<file path="src/rtl/disp_pkg.sv">
// Shared types and constants for the multiplexed seven-segment display scanner.
package disp_pkg;

    typedef enum logic [1:0] {
        IDLE  = 2'd0,
        BLANK = 2'd1,
        DRIVE = 2'd2
    } scan_state_e;

    // Nibble and decimal point latched for the digit slot being driven
    typedef struct packed {
        logic [3:0] nib;
        logic       dp;
    } slot_cap_t;

    localparam logic [6:0] SEG_BLANK = 7'h7F;

    // Active-low {g,f,e,d,c,b,a} glyphs for 0..F, entry 0 in the low slice
    localparam logic [15:0][6:0] HEX_GLYPH = {
        7'h0E, 7'h06, 7'h21, 7'h46, 7'h03, 7'h08, 7'h10, 7'h00,
        7'h78, 7'h02, 7'h12, 7'h19, 7'h30, 7'h24, 7'h79, 7'h40
    };

endpackage

</file>
<file path="src/rtl/hex7seg.sv">
// Combinational hex nibble to active-low seven-segment pattern lookup.
module hex7seg
    import disp_pkg::*;
(
    input  logic [3:0] nib,
    output logic [6:0] seg_n_c
);

    assign seg_n_c = HEX_GLYPH[nib];

endmodule

</file>
<file path="src/rtl/digit_scan_driver.sv">
// Time-multiplexed seven-segment scanner: strobes one digit at a time with an
// optional all-dark gap before each digit to suppress ghosting.
module digit_scan_driver
    import disp_pkg::*;
#(
    parameter int unsigned N_DIGITS  = 4,
    parameter int unsigned DWELL_CYC = 5000,
    parameter int unsigned BLANK_CYC = 16
) (
    input  logic                          clk,
    input  logic                          rst_n,
    input  logic                          enable,
    input  logic [4*N_DIGITS-1:0]         digit_data,
    input  logic [N_DIGITS-1:0]           dp_in,
    input  logic [N_DIGITS-1:0]           digit_en,
    output logic [N_DIGITS-1:0]           an_n,
    output logic [6:0]                    seg_n,
    output logic                          dp_n,
    output logic [$clog2(N_DIGITS)-1:0]   cur_digit,
    output logic                          frame_tick
);

    localparam int unsigned SEL_W   = $clog2(N_DIGITS);
    localparam int unsigned CNT_MAX = (DWELL_CYC > BLANK_CYC) ? DWELL_CYC : BLANK_CYC;
    localparam int unsigned CNT_W   = $clog2(CNT_MAX + 1);

    localparam logic [CNT_W-1:0] DWELL_LAST = CNT_W'(DWELL_CYC - 1);
    localparam logic [CNT_W-1:0] BLANK_LAST = CNT_W'((BLANK_CYC > 0) ? BLANK_CYC - 1 : 0);
    localparam logic [SEL_W-1:0] LAST_DIGIT = SEL_W'(N_DIGITS - 1);
    localparam scan_state_e      SLOT_START = (BLANK_CYC > 0) ? BLANK : DRIVE;

    scan_state_e           state, state_nxt;
    logic [CNT_W-1:0]      cnt, cnt_nxt;
    logic [SEL_W-1:0]      dig_nxt;
    slot_cap_t             cap_q, cap_nxt;
    logic                  cap_load;
    logic [N_DIGITS-1:0]   an_nxt;
    logic [N_DIGITS-1:0]   sel_onehot;
    logic [6:0]            seg_nxt;
    logic [6:0]            glyph_c;
    logic                  dp_nxt;
    logic                  tick_nxt;

    hex7seg u_hex7seg (
        .nib     (cap_q.nib),
        .seg_n_c (glyph_c)
    );

    assign sel_onehot = {{(N_DIGITS-1){1'b0}}, 1'b1} << cur_digit;

    // Next-state, counter, digit index and next output values
    always_comb begin
        state_nxt = state;
        cnt_nxt   = cnt;
        dig_nxt   = cur_digit;
        cap_load  = 1'b0;
        cap_nxt   = cap_q;
        an_nxt    = '1;
        seg_nxt   = SEG_BLANK;
        dp_nxt    = 1'b1;
        tick_nxt  = 1'b0;

        if (!enable) begin
            state_nxt = IDLE;
            cnt_nxt   = '0;
            dig_nxt   = '0;
        end else begin
            case (state)
                IDLE: begin
                    state_nxt = SLOT_START;
                    cnt_nxt   = '0;
                    dig_nxt   = '0;
                    cap_load  = (SLOT_START == DRIVE);
                end
                BLANK: begin
                    if (cnt == BLANK_LAST) begin
                        state_nxt = DRIVE;
                        cnt_nxt   = '0;
                        cap_load  = 1'b1;
                    end else begin
                        cnt_nxt = cnt + CNT_W'(1);
                    end
                end
                DRIVE: begin
                    an_nxt  = ~(sel_onehot & digit_en);
                    seg_nxt = glyph_c;
                    dp_nxt  = ~cap_q.dp;
                    if (cnt == DWELL_LAST) begin
                        state_nxt = SLOT_START;
                        cnt_nxt   = '0;
                        cap_load  = (SLOT_START == DRIVE);
                        if (cur_digit == LAST_DIGIT) begin
                            dig_nxt  = '0;
                            tick_nxt = 1'b1;
                        end else begin
                            dig_nxt = cur_digit + SEL_W'(1);
                        end
                    end else begin
                        cnt_nxt = cnt + CNT_W'(1);
                    end
                end
                default: begin
                    state_nxt = IDLE;
                    cnt_nxt   = '0;
                    dig_nxt   = '0;
                end
            endcase
        end

        // Latch the slot's nibble on the edge that enters DRIVE; later input changes are ignored
        if (cap_load) begin
            cap_nxt.nib = digit_data[{dig_nxt, 2'b00} +: 4];
            cap_nxt.dp  = dp_in[dig_nxt];
        end
    end

    always_ff @(posedge clk or negedge rst_n) begin
        if (!rst_n) begin
            state      <= IDLE;
            cnt        <= '0;
            cur_digit  <= '0;
            cap_q      <= '0;
            an_n       <= '1;
            seg_n      <= SEG_BLANK;
            dp_n       <= 1'b1;
            frame_tick <= 1'b0;
        end else begin
            state      <= state_nxt;
            cnt        <= cnt_nxt;
            cur_digit  <= dig_nxt;
            cap_q      <= cap_nxt;
            an_n       <= an_nxt;
            seg_n      <= seg_nxt;
            dp_n       <= dp_nxt;
            frame_tick <= tick_nxt;
        end
    end

endmodule
</file>
<file path="config.mk">
export PLATFORM = sky130hd
export DESIGN_NAME = digit_scan_driver
export DESIGN_NICKNAME = d
export VERILOG_FILES = /design/src/rtl/disp_pkg.sv /design/src/rtl/hex7seg.sv /design/src/rtl/digit_scan_driver.sv
export SDC_FILE = /design/constraint.sdc
export NUM_CORES = 1
export LEC_CHECK = 0
export CORE_AREA = 5 5 71 73
export CTS_CLUSTER_DIAMETER = 80
export DETAILED_ROUTE_END_ITERATION = 10
export DIE_AREA = 0 0 76 78
export PLACE_DENSITY = 0.77
export SLEW_MARGIN = 15
export SYNTH_ARGS = -nofsm -noshare
export SYNTH_HDL_FRONTEND = slang
export SYNTH_SLANG_ARGS = --single-unit
</file>
<file path="constraint.sdc">
create_clock -name clk -period 3.2 [get_ports clk]
set_clock_uncertainty 0.2 [all_clocks]
set_input_delay 0.64 -clock clk [delete_from_list [all_inputs] [get_ports clk]]
set_output_delay 0.64 -clock clk [all_outputs]
set_load 0.02 [all_outputs]
</file>
# After elaboration in Yosys (flattened, before gate mapping)
# Memory sizes are Yosys's and may differ from the RTL's.
# Index checks and enable logic that the tools add are counted.
dict set report totals {
  regBits 35
  mem_bits_ro 112
  inputBits 27
  output_inout_bits 15
  wordCells 56
  mem_count 1
}
dict set report op_classes {
  add_sub_neg 2
  order_cmp 2
  eq_ne 7
  shift 2
  mux 28
  n_bitwise 3
  reduce_logical 2
}
# memory depth width rd rd_ports_with_merged_regs write_ports line
set mem_list {}
lappend mem_list {{(name not given)} 16 7 1 0 0 hex7seg.sv:9} ;# assign seg_n_c = HEX_GLYPH[nib];
# cell n
set ops {}
lappend ops {{$mux W13} 3}
lappend ops {{$pmux W13 S2} 1}
lappend ops {{$mux W7} 3}
lappend ops {{$shiftx A16 B5 Y4} 1}
lappend ops {{$add A13 B1 Y13 const B} 1}
lappend ops {{$eq A13 B13 Y1 const B} 1}
lappend ops {{$eq A13 B4 Y1 const B} 1}
lappend ops {{$mux W2} 6}
lappend ops {{$mux W1} 10}
lappend ops {{$mux W4} 2}
lappend ops {{$ne A3 B3 Y1 const B} 2}
lappend ops {{$pmux W2 S3} 1}
lappend ops {{$lt A4 B5 Y1 const B} 1}
lappend ops {{$and A4 B4 Y4} 1}
lappend ops {{$eq A2 B2 Y1 const B} 2}
lappend ops {{$not A4 Y4} 1}
lappend ops {{$pmux W2 S2} 1}
lappend ops {{$shl A1 B2 Y4 const A} 1}
lappend ops {{$lt A2 B3 Y1 const B} 1}
lappend ops {{$add A2 B1 Y2 const B} 1}
lappend ops {{$bmux W1 S2} 1}
lappend ops {{$eq A2 B1 Y1 const B} 1}
lappend ops {{$logic_not A2 Y1} 1}
lappend ops {{$reduce_and A2 Y1} 1}
lappend ops {{$not A1 Y1} 1}

# Longest topological paths before layout
# Gate-level depths: netlist of the first run.
dict set report depth {
  ltp_word 7
  depth_mapped 9
  mapped_depth_nobuf 7
}

# Modules after synthesis
# Synthesis of the first run repeated with hierarchy kept, for this count alone.
dict set report unflattened {
  hier_cells 206
  hier_area_um2 2147.1
}
# mod instances cells_each area_each_um2 seq_area_each_um2
set by_module_without_submodules {}
lappend by_module_without_submodules {digit_scan_driver 1 174 1871.8 890.9}
lappend by_module_without_submodules {hex7seg 1 32 275.3 0.0}

# Least setup slack after synthesis of the first run
# OpenSTA, ideal clock, no wires.
dict set report synth_timing {
  kind {register -> register}
  startpoint {reg cnt[4]}
  endpoint {reg cap_q[4] (netlist bit)}
  setup_time_ps 134
  arrival_ps 2113
  required_time_ps 2866
  slack_ps 754
  path_stages_with_launch 7
  n_path_buf 1
  synth_period_minus_slack_ps 2446
  cell_sequence {dfrtp_1 > or3_4 > o41a_1 > a211o_1 > buf_6 > a2111oi_1 > o31ai_1}
}
dict set report synth_via {
  elab_chain_cells 5
  elab_cells_between_ends 9
  classes_between {eq/ne (2); shift (1); mux (6)}
}
# item line
set synth_rtl {}
lappend synth_rtl {{start: declaration} digit_scan_driver.sv:33} ;# logic [CNT_W-1:0] cnt, cnt_nxt;
lappend synth_rtl {{start signal: assignment} digit_scan_driver.sv:129} ;# cnt <= cnt_nxt;
lappend synth_rtl {{$eq A13 B13 Y1} digit_scan_driver.sv:88} ;# if (cnt == DWELL_LAST) begin
lappend synth_rtl {{$mux W2} digit_scan_driver.sv:88}
lappend synth_rtl {{$pmux W2 S2} digit_scan_driver.sv:68} ;# case (state)
lappend synth_rtl {{$mux W2} digit_scan_driver.sv:63} ;# if (!enable) begin
lappend synth_rtl {{$shiftx A16 B5 Y4} digit_scan_driver.sv:112} ;# cap_nxt.nib = digit_data[{dig_nxt, 2'b00} +: 4];
lappend synth_rtl {{end signal: assignment} digit_scan_driver.sv:131} ;# cap_q <= cap_nxt;
lappend synth_rtl {{end: declaration} digit_scan_driver.sv:35} ;# slot_cap_t cap_q, cap_nxt;
# Parallel ways exist; a longest one is shown, timed or not.
# A chain may end at the register's enable or synchronous reset.

# Final worst setup path of the first run
dict set report layout_timing {
  startpoint {reg cnt[4]}
  endpoint {reg cap_q[0] (netlist bit)}
}
dict set report layout_via {
  elab_chain_cells 6
  elab_cells_between_ends 10
  classes_between {eq/ne (2); mux (8)}
}
# item line
set layout_rtl {}
lappend layout_rtl {{$eq A13 B13 Y1} digit_scan_driver.sv:88}
lappend layout_rtl {{$mux W2} digit_scan_driver.sv:88}
lappend layout_rtl {{$pmux W2 S2} digit_scan_driver.sv:68}
lappend layout_rtl {{$mux W2} digit_scan_driver.sv:63}
lappend layout_rtl {{$bmux W1 S2} digit_scan_driver.sv:113} ;# cap_nxt.dp = dp_in[dig_nxt];
lappend layout_rtl {{$mux W1 (not written as such)} digit_scan_driver.sv:113}
# Parallel ways exist; a longest one is shown, timed or not. The select of a mux whose other input is x is not followed.

==> reports/results.ini, run 1 <==
[job]
maxCapViolations = 0

[setup_path]
cp.required_ps = 3160
worstPathArrival_ps = 2730
crit_fanout = 11
worst-setup-path-type = flip-flop to flip-flop
r2r_setup_slack_ps = 420
crit_path_end_kind = flip-flop
critPathLaunchType = flip-flop
reg2reg_depth = 5

[synth]
synthArstFlopShare_pct = 100
synthFlopType = dfrtp_1
syn_avg_cell_area_um2 = 10.1
yosys.area.top_type = dfrtp_1
synth_cells = 209
synthTopCellsByCount = dfrtp_1, nand2_1, nor2_1, ha_1, dfstp_2
synth_cell_types = 49
ys_ff_latch = 35
synth-seq-area-share_pct = 42.3
postSynthNetCount = 251
synthTopCellsByArea = dfrtp_1, dfstp_2, ha_1
synth_edf_count = 0
synth_top_cell_area_share_pct = 27.3
yosysWarningCount = 0
syn_area_um2 = 2110

[drt]
vias = 1672
wirelength_mm = 4.51
vias_per_cell = 5.52
ant_nets = 0
drtPass1Iterations = 4
drc = 0
drt_iter0_markers = 47
wl_per_cell_um = 14.9

[clock_tree]
cts_made_buffers = 5
cts_buffer_depth = 2
clkLatencyLatePin_ps = 290
cts_setup_buffers = 0
cts_tree = yes
clk_pin_slew_ps = 70
cts_resized = 0
cts_root_buf = clkbuf_8
clkSinkCount = 35
postCtsHoldBufs = 0
htreeDepth = 2

[grt]
grt_max_degree = 36
grt-ovfl-total = 0
grt_usage_pct = 15.7
grt_pass1_wl_mm = 7.69
grt_pass1_vias = 1617
antenna_found_initial = 0

[finish]
fill_cells = 374
fin_nets = 292
area_growth_pct = 24.2
final_util_pct = 61.0
finish.instance_area_um2 = 2620
drive_gt1_share_pct = 12.4
num_antenna_cells = 0

[sta]
drv_slew = 0
tns_ps = 0
finalHoldViolCount = 0
rsz0062_at_grt = no
worst_slew_pin_slew_ps = 744
setup_viol = 0
max_freq_mhz = 360
relSlewSlack_pct = 50.2
hold-worst-slack_ps = 210
min_period_ps = 2780
fin_crit_sh_pct = 86.8

[hold_path]
worstHoldPathType = flip-flop to flip-flop
hold_depth = 1

[place]
gp_congestion = 0.839
placed_cell_area_um2 = 2540
hpwl_mm = 3.39
io_buffers = 41

[status]
status = complete, no violations

[floorplan]
io_pins = 42
die_area_um2 = 5930
rows = 24
die_w_um = 76
start_util_pct = 49.1
die_h_um = 78
core_area_um2 = 4290

[pwr]
swShare_pct = 22.6
seq_power_share_pct = 54.2
p_switching_mw = 0.186
p_comb_share_pct = 9.1
power_density_nw_per_um2 = 315
power.leakage_nw = 1.02
internal_power_mw = 0.640
power.clock.fraction_pct = 36.7
peakVddDrop_mv = 0.266

-- path summary, 6_finish.rpt --
path / from / endpoint
worst min-delay path: cap_q[0]$_DFFE_PN0P_ / dp_n$_DFF_PN1_
min in group asynchronous: rst_n / cap_q[2]$_DFFE_PN0P_
worst min register to register: cap_q[0]$_DFFE_PN0P_ / dp_n$_DFF_PN1_
worst max-delay path: cnt[4]$_DFF_PN0_ / cap_q[0]$_DFFE_PN0P_
worst max register to register: cnt[4]$_DFF_PN0_ / cap_q[0]$_DFFE_PN0P_
max in group asynchronous: rst_n / an_n[2]$_DFF_PN1_
-- kinds of logic (layout without fill, tap and decap cells) --
logic type               count (synthesis)  count (layout)  share of synthesized area (%)
buffers and inverters                   21              63                           5.16
AO/OA/AOI/OAI                           47              47                           18.3
AND/OR/NAND/NOR                         77              77                           18.8
XOR/XNOR                                11              11                           4.57
adder cells (fa/ha/maj)                 15              15                           8.90
flip-flops                              35              35                           42.3
multiplexers                             3               3                           2.02
-- power groups by stage --
stage               Combinational [mW]  Sequential, mW  Clock (mW)
floorplan                       0.0271           0.455           0
global placement                0.0744           0.455           0
detailed placement              0.0750           0.455           0
CTS                             0.0762           0.448       0.310
global route                    0.0842           0.448       0.329
finish                          0.0748           0.448       0.303
-- final cells by class --
class	instances	area, um2	share of cell area, %
Clock buffer	8	80.1	3.06
Tap cell	52	65.1	2.48
Inverter	11	41.3	1.58
Sequential cell	35	891	34.0
Timing Repair Buffer	44	433	16.5
Multi-Input combinational cell	153	1110	42.3
-- metal layers --
layer	vias to the layer above	global-route usage (%)	wire, um
li1	843	-	-
met1	777	21.9	2240
met2	46	24.0	1940
met3	6	3.36	244
met4	0	5.87	75
met5	-	0	0
-- registers in the layout, summed over array words and instances, names as in the netlist --
name / cells
cnt: 13
cap_q: 5
seg_n: 7
frame_tick: 1
cur_digit: 2
an_n: 4
dp_n: 1
state: 2
-- stage by stage --
| step | power (mW) | setup WS (ps) | instances |
|---|---|---|---|
| finish | 0.826 | 423 | 303 |
| CTS | 0.834 | 425 | 303 |
| floorplan | 0.482 | 754 | 209 |
| global route | 0.861 | 250 | 303 |
| global placement | 0.530 | 525 | 295 |
| detailed placement | 0.530 | 451 | 295 |
-- placed cells by master (no fill, tap or decap), types with 2 or more instances in the layout --
master,instances
mux2i_1,2
nand3_1,8
xor2_1,2
nor4_1,2
a2111oi_1,4
nor2_1,17
a211oi_1,11
ha_1,15
dfstp_2,12
a21oi_1,3
clkdlybuf4s50_1,41
or2_2,2
o311ai_0,2
dfrtp_1,23
xnor2_1,9
o211ai_1,3
o31ai_1,5
buf_4,3
clkbuf_8,5
or3_1,2
and2_1,3
clkbuf_1,3
inv_1,11
nand2_1,23
and3_1,9
a221oi_1,5
o21ai_0,4
and3_2,2
-- worst max-delay path, cell delays in order, from the launching register on --
cell	delay, ps
dfrtp_1	420
or3_4	440
o41a_1	570
a211o_1	420
a2111oi_0	460
o31ai_1	130
(Power assumes the default switching activity.)
==> run 2, diff against run 1 <==
- CORE_AREA: 5 5 71 73 -> 5 5 61 85
- DIE_AREA: 0 0 76 78 -> 0 0 66 90
- PLACE_DENSITY: 0.77 -> 0.76
==> reports/results.ini, run 2 (synthesis results as in run 1) <==
[place]
preCtsSetupSlack_ps = 477  ; +26.2 ps
io_buffers = 41  ; unchanged
hpwl_mm = 3.29  ; -2.9%
placed_cell_area_um2 = 2540  ; +0.20%
gp_congestion = 0.858  ; +2.2%

[setup_path]
cp.required_ps = 3150  ; about the same
crit_fanout = 11  ; unchanged
worst-setup-path-type = flip-flop to flip-flop
r2r_start = cnt[4]$_DFF_PN0_
worstPathArrival_ps = 2690  ; -40 ps
reg2reg_depth = 5  ; unchanged
slowest_delay_ps = 570  ; about the same
crit_path_end_kind = flip-flop
cp_top_family = compound AO/OA/AOI/OAI gates
crit_buf_inv = 0  ; unchanged
worst_path_max_delay_cell = o41a_1
r2r_end = cap_q[0]$_DFFE_PN0P_
r2r_setup_slack_ps = 460  ; +40 ps
critPathLaunchType = flip-flop
crit_chain = or3_4 > o41a_1 > a211o_1 > a2111oi_0 > o31ai_1

[finish]
drive_gt1_share_pct = 12.8  ; +0.45 points
finish.instance_area_um2 = 2640  ; +0.62%
largest_reg_flops = 13  ; unchanged
fin_nets = 291  ; -0.34%
area_growth_pct = 25.0
mostFrequentLayoutCell = clkdlybuf4s50_1
top_regs = cnt x13, seg_n x7, cap_q x5
final_cell_mix = clkdlybuf4s50_1, nand2_1, dfrtp_1, nor2_1, ha_1
num_antenna_cells = 0  ; unchanged
regMostFlops = cnt

[drt]
wl_per_cell_um = 13.9  ; -6.8%
ant_nets = 0  ; unchanged
drt_iter0_markers = 71  ; +51%
vias = 1663  ; -0.54%
drc = 0  ; unchanged
drtPass1Iterations = 4  ; unchanged
wirelength_mm = 4.33  ; -4.0%
vias_per_cell = 5.33  ; -3.4%

[grt]
busiest_layer = met2
grt_util_met1_pct = 20.5  ; -1.4 points
grt_max_degree = 36  ; unchanged
grt_use_met3_pct = 3.12  ; -0.24 points
grt-ovfl-total = 0  ; unchanged
grt_pass1_wl_mm = 7.40  ; -3.8%
grt_usage_pct = 15.5  ; -0.21 points
met2_usage_pct = 24.0  ; +0.044 points
antenna_found_initial = 0  ; unchanged
grt_pass1_vias = 1618  ; +0.062%

[sta]
max_freq_mhz = 365  ; +1.4%
min_period_ps = 2740  ; -37.2 ps
setup_viol = 0  ; unchanged
rsz0062_at_grt = no
worst_slew_pin_slew_ps = 820  ; +75.3 ps
tns_ps = 0  ; unchanged
setup_ws_ps = 460  ; +37.2 ps
fin_crit_sh_pct = 85.6  ; -1.2 points
finalHoldViolCount = 0  ; unchanged
drv_slew = 0  ; unchanged
relSlewSlack_pct = 45.4  ; -4.8 points

[clock_tree]
cts_made_buffers = 5  ; unchanged
cts_setup_buffers = 0  ; unchanged
postCtsHoldBufs = 0  ; unchanged
htreeDepth = 2  ; unchanged
clkLatencyLatePin_ps = 280  ; about the same
cts_buffer_depth = 2  ; unchanged
clk_pin_slew_ps = 70  ; about the same
cts_tree = yes
clkSinkCount = 35  ; unchanged
cts_resized = 0  ; unchanged
cts_root_buf = clkbuf_8

[floorplan]
io_pins = 42  ; unchanged
die_w_um = 66  ; -13%
rows = 29  ; +21%
die_area_um2 = 5940  ; +0.20%
start_util_pct = 48.0  ; -1.1 points
die_h_um = 90  ; +15%
core_area_um2 = 4390  ; +2.2%

[pwr]
power.leakage_nw = 1.03  ; +0.45%
power_density_nw_per_um2 = 319  ; +1.3%
peakVddDrop_mv = 0.228  ; -14%

[hold_path]
worstHoldEndpoint = dp_n$_DFF_PN1_
worstHoldPathType = flip-flop to flip-flop
worstHoldStart = cap_q[0]$_DFFE_PN0P_
hold_depth = 1  ; unchanged

[job]
maxCapViolations = 0  ; unchanged

[status]
status = complete, no violations

-- run 2: changes by cell type in the layout (fill, tap and decap cells not counted), sizes merged --
| cell | before | now |
|---|---|---|
| buf | 3 | 2 |
| clkinv | 0 | 1 |
| clkbuf | 8 | 7 |
-- run 2: area by class of cell --
type | count | area [um2]
Inverter | 11 | 41.3
Clock inverter | 1 | 5.00
Clock buffer | 7 | 86.3
Timing Repair Buffer | 43 | 425
Multi-Input combinational cell | 153 | 1110
Fill cell | 387 | 1760
Sequential cell | 35 | 891
Tap cell | 62 | 77.6
-- run 2: power by group --
| group | switching (mW) | internal (mW) | total, mW |
|---|---|---|---|
| clock network | 0.146 | 0.173 | 0.319 |
| registers | 0.00222 | 0.446 | 0.448 |
| logic | 0.0353 | 0.0395 | 0.0749 |
| total | 0.183 | 0.658 | 0.842 |
-- run 2: worst reg2reg max path: cells and delay by family, from the launching register on --
kind / cells / cell delay (ps)
DFF: 1 / 420
and+or+nand+nor: 1 / 440
AOI/OAI and AO/OA: 4 / 1550
-- run 2: how the worst max path moves through the flow --
stage	from	to	slack, ps	depth (start not counted)
3_5_place_dp	cnt[4]$_DFF_PN0_	cap_q[0]$_DFFE_PN0P_	480	5
3_3_place_gp	cnt[4]$_DFF_PN0_	cap_q[0]$_DFFE_PN0P_	520	5
2_1_floorplan	cnt[4]$_DFF_PN0_	cap_q[4]$_DFFE_PN0P_	750	6
4_1_cts	cnt[4]$_DFF_PN0_	cap_q[0]$_DFFE_PN0P_	450	5
5_1_grt	cnt[4]$_DFF_PN0_	cap_q[1]$_DFFE_PN0P_	300	5
6_report	cnt[4]$_DFF_PN0_	cap_q[0]$_DFFE_PN0P_	460	5
-- run 2: metal layers --
layer | share of wire [%] | vias to the layer above
met1 | 44 | 769
met5 | 0 | -
met2 | 49 | 49
met4 | 1.6 | 0
met3 | 5.3 | 6
li1 | - | 839
-- run 2: through the flow --
step / total power [mW] / hold WS [ps] / util, % / std cells
after floorplan: 0.482 / 144 / - / 209
final: 0.842 / 216 / 60.0 / 312
after CTS: 0.851 / 210 / 60.0 / 312
after global routing: 0.880 / 228 / 60.0 / 312
after detailed placement: 0.530 / 200 / 57.9 / 304
after global placement: 0.530 / 181 / 57.9 / 304
